`src/rtl/wshb_mire_gen_pkg.sv`:
```
`default_nettype none
// ============================================================================
//  Module      : mire_pkg
//  Description : Shared types and constants for the Wishbone test-pattern
//                generator: pixel colour struct, pattern and FSM state
//                enumerations, and the colour-bar palette.
//  Revision    : 1.0 - initial release
// ============================================================================
package mire_pkg;

  typedef struct packed {
    logic [7:0] r;
    logic [7:0] g;
    logic [7:0] b;
  } rgb_t;

  typedef enum logic [1:0] {
    BARS     = 2'd0,
    CHECKER  = 2'd1,
    SOLID    = 2'd2,
    GRADIENT = 2'd3
  } pattern_e;

  typedef enum logic [1:0] {
    IDLE  = 2'd0,
    WRITE = 2'd1,
    PAUSE = 2'd2
  } state_e;

  localparam rgb_t RGB_WHITE = 24'hFF_FF_FF;
  localparam rgb_t RGB_BLACK = 24'h00_00_00;

  // Index 0 is the leftmost bar.
  localparam rgb_t [0:7] BAR_COLOURS = {
    24'hFF_FF_FF,  // white
    24'hFF_FF_00,  // yellow
    24'h00_FF_FF,  // cyan
    24'h00_FF_00,  // green
    24'hFF_00_FF,  // magenta
    24'hFF_00_00,  // red
    24'h00_00_FF,  // blue
    24'h00_00_00   // black
  };

endpackage
`default_nettype wire

```
`src/rtl/wshb_mire_gen_pattern.sv`:
```
`default_nettype none
// ============================================================================
//  Module      : mire_pattern
//  Description : Combinational pixel colour generator. Maps a (possibly
//                offset) column x, a line y and a pattern selector to an
//                RGB value.
//  Ports       : x         in  column used for the pattern
//                y         in  line number
//                pattern   in  pattern selector
//                solid_rgb in  colour for the solid pattern
//                rgb       out resulting pixel colour
//  Revision    : 1.0 - initial release
// ============================================================================
module mire_pattern
  import mire_pkg::*;
#(
  parameter int HDISP = 800,
  parameter int XW    = 10,
  parameter int YW    = 9
) (
  input  logic [XW-1:0] x,
  input  logic [YW-1:0] y,
  input  pattern_e      pattern,
  input  rgb_t          solid_rgb,
  output rgb_t          rgb
);

  localparam int BAR_W = HDISP / 8;

  logic [31:0] xe;
  logic [31:0] ye;
  logic [2:0]  bar;
  logic        chk_white;

  always_comb begin
    xe = 32'(x);
    ye = 32'(y);

    // Bar index = number of bar boundaries at or left of x; the last bar
    // keeps anything beyond 7*BAR_W, so it absorbs the remainder.
    bar = 3'd0;
    for (int k = 1; k < 8; k++) begin
      if (xe >= 32'(k * BAR_W)) begin
        bar = 3'(k);
      end
    end

    // White where bit 4 of x and y differ (16x16 squares).
    chk_white = ((xe ^ ye) & 32'h0000_0010) != 32'h0;

    rgb = RGB_BLACK;
    case (pattern)
      BARS:     rgb = BAR_COLOURS[bar];
      CHECKER:  rgb = chk_white ? RGB_WHITE : RGB_BLACK;
      SOLID:    rgb = solid_rgb;
      GRADIENT: rgb = '{r: xe[7:0], g: xe[7:0], b: xe[7:0]};
      default:  rgb = RGB_BLACK;
    endcase
  end

endmodule
`default_nettype wire

```
`src/rtl/wshb_mire_gen.sv`:
```
`default_nettype none
// ============================================================================
//  Module      : wshb_mire_gen
//  Description : Wishbone master that continuously writes a test pattern
//                into an HDISP x VDISP framebuffer in raster order, one
//                32-bit pixel {8'h00,R,G,B} per word, in bursts of
//                BURST_LEN accepted transfers separated by PAUSE_CYCLES
//                idle cycles.
//  Ports       : sys_clk, sys_rst       clock, async active-high reset
//                enable                 generation enable
//                pattern_sel, solid_rgb pattern choice, latched at pixel (0,0)
//                wshb_*                 Wishbone classic master interface
//                frame_done             pulse after last pixel of a frame
//  Options     : MIRE_ANIM_EN - horizontal pattern scroll by one pixel per
//                frame (address generation is unaffected).
//  Revision    : 1.0 - initial release
// ============================================================================
module wshb_mire_gen
  import mire_pkg::*;
#(
  parameter int          HDISP        = 800,
  parameter int          VDISP        = 480,
  parameter int          BURST_LEN    = 64,
  parameter int          PAUSE_CYCLES = 2,
  parameter logic [31:0] BASE_ADR     = 32'h0
) (
  input  logic        sys_clk,
  input  logic        sys_rst,
  input  logic        enable,
  input  logic [1:0]  pattern_sel,
  input  logic [23:0] solid_rgb,
  output logic        wshb_cyc,
  output logic        wshb_stb,
  output logic        wshb_we,
  output logic [31:0] wshb_adr,
  output logic [31:0] wshb_dat_ms,
  output logic [3:0]  wshb_sel,
  output logic [2:0]  wshb_cti,
  output logic [1:0]  wshb_bte,
  input  logic        wshb_ack,
  input  logic        wshb_err,
  input  logic        wshb_rty,
  output logic        frame_done
);

  localparam int XW = (HDISP > 1) ? $clog2(HDISP) : 1;
  localparam int YW = (VDISP > 1) ? $clog2(VDISP) : 1;
  localparam int CW = (BURST_LEN > 1) ? $clog2(BURST_LEN) : 1;
  localparam int PW = (PAUSE_CYCLES > 1) ? $clog2(PAUSE_CYCLES) : 1;

  state_e         state, state_nx;
  logic [XW-1:0]  x, x_nx, px, xp;
  logic [YW-1:0]  y, y_nx, py;
  logic [CW-1:0]  burst_cnt;
  logic [PW-1:0]  pause_cnt;
  logic           accept, last_x, last_y, last_pix;
  logic           burst_end, pause_end, load, first_pix;
  pattern_e       pat_q, pat_use;
  rgb_t           solid_q, solid_use, pix_rgb;

  assign wshb_sel = 4'hF;
  assign wshb_cti = 3'b000;
  assign wshb_bte = 2'b00;

  // err/rty take priority over ack: the transfer is simply retried.
  assign accept    = (state == WRITE) && wshb_ack && !wshb_err && !wshb_rty;
  assign last_x    = (x == XW'(HDISP - 1));
  assign last_y    = (y == YW'(VDISP - 1));
  assign last_pix  = last_x && last_y;
  assign burst_end = (burst_cnt == CW'(BURST_LEN - 1));
  assign pause_end = (pause_cnt == PW'(PAUSE_CYCLES - 1));
  assign x_nx      = last_x ? '0 : x + 1'b1;
  assign y_nx      = last_x ? (last_y ? '0 : y + 1'b1) : y;

  // ------------------------------------------------------------------------
  // FSM
  // ------------------------------------------------------------------------
  always_ff @(posedge sys_clk or posedge sys_rst) begin
    if (sys_rst) begin
      state <= IDLE;
    end else begin
      state <= state_nx;
    end
  end

  // load: adr/dat registers take the pixel that will be on the bus next.
  always_comb begin
    state_nx = state;
    load     = 1'b0;
    case (state)
      IDLE: begin
        if (enable) begin
          state_nx = WRITE;
          load     = 1'b1;
        end
      end
      WRITE: begin
        if (accept) begin
          load = 1'b1;
          if (burst_end) begin
            state_nx = PAUSE;
          end
        end
      end
      PAUSE: begin
        if (pause_end) begin
          if (enable) begin
            state_nx = WRITE;
            load     = 1'b1;
          end else begin
            state_nx = IDLE;
          end
        end
      end
      default: state_nx = IDLE;
    endcase
  end

  // ------------------------------------------------------------------------
  // Pixel to be issued next: the advanced position when a transfer is
  // accepted this cycle, otherwise the current one.
  // ------------------------------------------------------------------------
  always_comb begin
    px        = accept ? x_nx : x;
    py        = accept ? y_nx : y;
    first_pix = (px == '0) && (py == '0);
    // Pattern inputs are only sampled at the start of a frame.
    pat_use   = first_pix ? pattern_e'(pattern_sel) : pat_q;
    solid_use = first_pix ? rgb_t'(solid_rgb) : solid_q;
  end

`ifdef MIRE_ANIM_EN
  localparam logic [XW:0] HDISP_EXT = (XW + 1)'(HDISP);

  logic [XW-1:0] offset, offset_use;
  logic [XW:0]   xsum;

  // The first pixel of the next frame is loaded on the same edge that the
  // offset advances, so it must already see the advanced offset.
  always_comb begin
    offset_use = offset;
    if (accept && last_pix) begin
      offset_use = (offset == XW'(HDISP - 1)) ? '0 : offset + 1'b1;
    end
    xsum = {1'b0, px} + {1'b0, offset_use};
    if (xsum >= HDISP_EXT) begin
      xsum = xsum - HDISP_EXT;
    end
    xp = xsum[XW-1:0];
  end

  always_ff @(posedge sys_clk or posedge sys_rst) begin
    if (sys_rst) begin
      offset <= '0;
    end else begin
      offset <= offset_use;
    end
  end
`else
  assign xp = px;
`endif

  mire_pattern #(
    .HDISP (HDISP),
    .XW    (XW),
    .YW    (YW)
  ) u_pattern (
    .x         (xp),
    .y         (py),
    .pattern   (pat_use),
    .solid_rgb (solid_use),
    .rgb       (pix_rgb)
  );

  // ------------------------------------------------------------------------
  // Counters and registered bus outputs
  // ------------------------------------------------------------------------
  always_ff @(posedge sys_clk or posedge sys_rst) begin
    if (sys_rst) begin
      wshb_cyc    <= 1'b0;
      wshb_stb    <= 1'b0;
      wshb_we     <= 1'b0;
      wshb_adr    <= BASE_ADR;
      wshb_dat_ms <= 32'h0;
      frame_done  <= 1'b0;
      x           <= '0;
      y           <= '0;
      burst_cnt   <= '0;
      pause_cnt   <= '0;
      pat_q       <= BARS;
      solid_q     <= RGB_BLACK;
    end else begin
      wshb_cyc   <= (state_nx == WRITE);
      wshb_stb   <= (state_nx == WRITE);
      wshb_we    <= (state_nx == WRITE);
      frame_done <= accept && last_pix;

      if (accept) begin
        x         <= x_nx;
        y         <= y_nx;
        // Running word address; wraps to the frame base instead of
        // recomputing y*HDISP+x.
        wshb_adr  <= last_pix ? BASE_ADR : wshb_adr + 32'd4;
        burst_cnt <= burst_end ? '0 : burst_cnt + 1'b1;
      end

      if (load) begin
        wshb_dat_ms <= {8'h00, pix_rgb};
        if (first_pix) begin
          pat_q   <= pat_use;
          solid_q <= solid_use;
        end
      end

      if (state == PAUSE) begin
        pause_cnt <= pause_cnt + 1'b1;
      end else begin
        pause_cnt <= '0;
      end
    end
  end

endmodule
`default_nettype wire

```
`config.mk`:
```
export PLATFORM = sky130hd
export DESIGN_NAME = wshb_mire_gen
export DESIGN_NICKNAME = d
export VERILOG_FILES = /design/src/rtl/wshb_mire_gen_pkg.sv /design/src/rtl/wshb_mire_gen_pattern.sv /design/src/rtl/wshb_mire_gen.sv
export SDC_FILE = /design/constraint.sdc
export NUM_CORES = 1
export LEC_CHECK = 0
export ABC_AREA = 1
export BUFFER_PORTS_ARGS = -buffer_cell sky130_fd_sc_hd__buf_4
export CAP_MARGIN = 20
export CORE_MARGIN = 5
export CORE_UTILIZATION = 57
export CTS_CLUSTER_SIZE = 25
export DETAILED_ROUTE_END_ITERATION = 6
export PLACE_DENSITY = 0.81
export SYNTH_ARGS = -nofsm -noshare
export SYNTH_HDL_FRONTEND = slang
export SYNTH_HIERARCHICAL = 1
export SYNTH_SLANG_ARGS = --single-unit
export TNS_END_PERCENT = 100
```
`constraint.sdc`:
```
create_clock -name sys_clk -period 4.3 [get_ports sys_clk]
set_input_delay 0.215 -clock sys_clk [delete_from_list [all_inputs] [get_ports sys_clk]]
set_output_delay 0.215 -clock sys_clk [all_outputs]
set_load 0.02 [all_outputs]
```
==> summary.txt <==
Cells after DPL: 1038
fin nets: 945
Area Overhead vs Synth: 13.73%
aggregate global routing overflow: 0
critical path data arrival time: 4050 ps
clock skew: 8.815 ps
mean area per synthesized cell: 7.615 sq um
CP Launch Type: flop
CP endpoint kind: flop
largest net degree at the start of global routing: 71
pwr dens: 323.1 nW/um^2
fin crit share: 87.79%
final hold vios: 4
Hold Worst Slack: -7.406 ps
count of cell types in the netlist: 44
first-pass GRT wire length: 25650 um
fraction of registers with async set/reset: 100.0%
area occupied by multi-input gates: 3024 sq um
ant diodes: 0
max-slew violation count: 0
Synth area leader: dfrtp_1
Crit Path Class: flop to flop
all-layer global routing usage: 23.91%
synth top area cells: dfrtp_1 (43%), nand2_1 (15%), nand3_1 (5.1%)
Via density: 5.383
Initial Utilization: 58.26%
worst skew pair latency: 380 ps
setup slack, reg-to-reg: 530 ps
Die Y: 115.5 um
total number of vias: 5674
hold-fix buffer count after cts: 0
maximum VDD drop: 0.2298 mV
unrepaired setup endpoints after global routing: no
CTS resizes: 0
die area: 13340 sq um
initial antenna violation count: 0
register area share after synthesis: 43.39%
failing checks: negative hold slack
H-tree depth: 3
CORE AREA: 10890 sq um
post-route insts no fill: 1054
root buffer cell: clkbuf_8
Inserted Clock Buffers: 9
crit path time final: 3775 ps
number of synthesized register bits: 110
CTS Buffer Depth: 2
Syn Std Cell Area: 6344 sq um
Layout fillers: 978
HPWL after DPL: 11540 um
Max-cap violations: 0
die width: 115.5 um
vias in the first global route: 5330
share of post-route cells with drive strength above 1: 18.05%
Wirelength per Cell: 14.52 um
post-CTS setup buffers: 0
Mapped Cells: 833
Cell Rows: 38
worst slew pin tran: 840.5 ps
predominant post-synthesis flop cell: dfrtp_1
sequential cell area: 2753 sq um
final setup vio count: 0
detailed-route DRC error count: 0
drt first pass iters: 6
Post-Place Worst Slack: 601.7 ps
RD Place Congestion: 0.9600
total wire length: 15310 um
outcome: complete, but fails checks
Clock transition at path regs: 100 ps
Yosys top cell area share: 43.39%
fin worst setup slack: 525.0 ps
port buffer count: 89
crit-path max FO: 26
YS warnings: 6
post-route ant nets: 0
Leak Pwr: 0.003826 uW
Initial DRC Count: 412
CTS tree: done
WP data required: 4570 ps
Clock Sinks: 110
Setup TNS Final: 0 ps
Min-Delay Path Class: input pin to asynchronous set/reset pin
Max Clock Freq: 0.2649 GHz
Post-synth EDFFs: 0
Worst slew margin: 43.96%
Top Ports: 109
-- final timing paths --
path,start,end,cells past startpoint
min,sys_rst,burst_cnt[2],2
max reg2reg,state[1],wshb_dat_ms[4],15
min in group sys_clk,solid_rgb[9],solid_q[9],3
max,state[1],wshb_dat_ms[4],15
max in group asynchronous,sys_rst,wshb_adr[24],3
min reg2reg,pause_cnt,pause_cnt,1
-- cell type report --
type	instances	area share (%)
multi-input combinational	603	41.92
tap	140	2.428
inverter	87	4.561
clock buffer	11	1.960
sequential	110	38.15
timing repair buffer	98	10.20
clock inverter	5	0.7804
-- power by group --
group / internal (uW) / switching, uW
Sequential: 1120 / 77.0
Combinational: 180 / 312
Clock: 286 / 359
-- sequential cells by signal (all words and copies together) (netlist names) --
| signal | count |
|---|---|
| y | 9 |
| wshb_adr | 30 |
| pause_cnt | 1 |
| state | 2 |
| frame_done | 1 |
| wshb_dat_ms | 24 |
| x | 10 |
| burst_cnt | 6 |
| wshb_we | 1 |
| pat_q | 2 |
| solid_q | 24 |
-- cell usage in the layout (no fill, tap or decap), types with 2 or more instances in the layout --
| cell type | netlist | final |
|---|---|---|
| clkinv_2 | 0 | 2 |
| xnor2_1 | 2 | 2 |
| nor2_1 | 76 | 75 |
| nand2_1 | 253 | 252 |
| clkinv_1 | 2 | 2 |
| inv_1 | 78 | 77 |
| nand3_2 | 3 | 3 |
| and3_1 | 2 | 2 |
| o31ai_1 | 2 | 2 |
| nor2_2 | 4 | 5 |
| nor3b_1 | 3 | 3 |
| o21a_1 | 2 | 2 |
| o21bai_1 | 2 | 2 |
| nand2_4 | 2 | 2 |
| mux2_2 | 24 | 24 |
| a21oi_1 | 16 | 16 |
| dfrtp_1 | 110 | 110 |
| a221oi_1 | 5 | 5 |
| ha_1 | 4 | 4 |
| nor4_1 | 3 | 3 |
| nand4_1 | 49 | 49 |
| o21ai_0 | 10 | 10 |
| inv_2 | 7 | 7 |
| nand3_1 | 65 | 65 |
| buf_4 | 23 | 98 |
| nor3_1 | 21 | 21 |
| xor2_1 | 7 | 7 |
| conb_1 | 2 | 19 |
| o21ai_1 | 3 | 3 |
| a211oi_1 | 7 | 7 |
| clkbuf_8 | 0 | 10 |
| a31oi_1 | 5 | 5 |
| nor2_4 | 2 | 2 |
| o22ai_1 | 2 | 2 |
| nand2_2 | 3 | 4 |
-- worst max-delay path, stage by stage (launching register included) --
cell and delay (ps):
dfrtp_1 430, nor2_1 130, nand3_1 340, nor2_1 340, nand3_1 140, xor2_1 210, nand2_1 120, nor2_4 450
nand2_4 280, nand2_1 120, nand2_1 110, nand3_2 270, inv_2 140, a211oi_1 240, nand2_1 90, mux2_2 270
-- through the flow --
step	area (sq um)	util [%]	total power [uW]	hold WS, ps
detailed placement	7017	64.45	1706	427.0
floorplan	6407	-	1542	363.6
CTS	7214	66.26	2351	34.31
global placement	7017	64.45	1696	429.0
finish	7214	66.26	2331	-7.406
global route	7214	66.26	2462	74.59
-- cells in the mapped netlist, types with 2 or more instances --
master / number
nand2_1: 253
dfrtp_1: 110
inv_1: 78
nor2_1: 76
nand3_1: 65
nand4_1: 49
mux2_2: 24
buf_4: 23
nor3_1: 21
a21oi_1: 16
buf_2: 16
o21ai_0: 10
a211oi_1: 7
clkbuf_1: 7
inv_2: 7
xor2_1: 7
a221oi_1: 5
a31oi_1: 5
ha_1: 4
nor2_2: 4
nand2_2: 3
nand3_2: 3
nor3b_1: 3
nor4_1: 3
o21ai_1: 3
and3_1: 2
buf_1: 2
buf_6: 2
clkinv_1: 2
conb_1: 2
nand2_4: 2
nor2_4: 2
o21a_1: 2
o21bai_1: 2
o22ai_1: 2
o31ai_1: 2
xnor2_1: 2
-- per-layer routing --
metal | track usage (%) | vias up | wire length [um]
li1 | - | 2838 | -
met1 | 32.82 | 2625 | 6622
met2 | 38.66 | 183 | 7386
met3 | 4.125 | 28 | 916
met4 | 8.138 | 0 | 380
met5 | 0 | - | 0
-- kinds of logic after synthesis --
group / after synthesis / synth area share (%)
simple gates: 491 / 34.71
buf+inv: 137 / 10.02
flops: 110 / 43.39
compound gates: 56 / 5.463
mux: 24 / 4.260
xor+xnor: 9 / 1.243
fa+ha+maj: 4 / 0.7890
other cells: 2 / 0.1184
(Power assumes the default switching activity.)
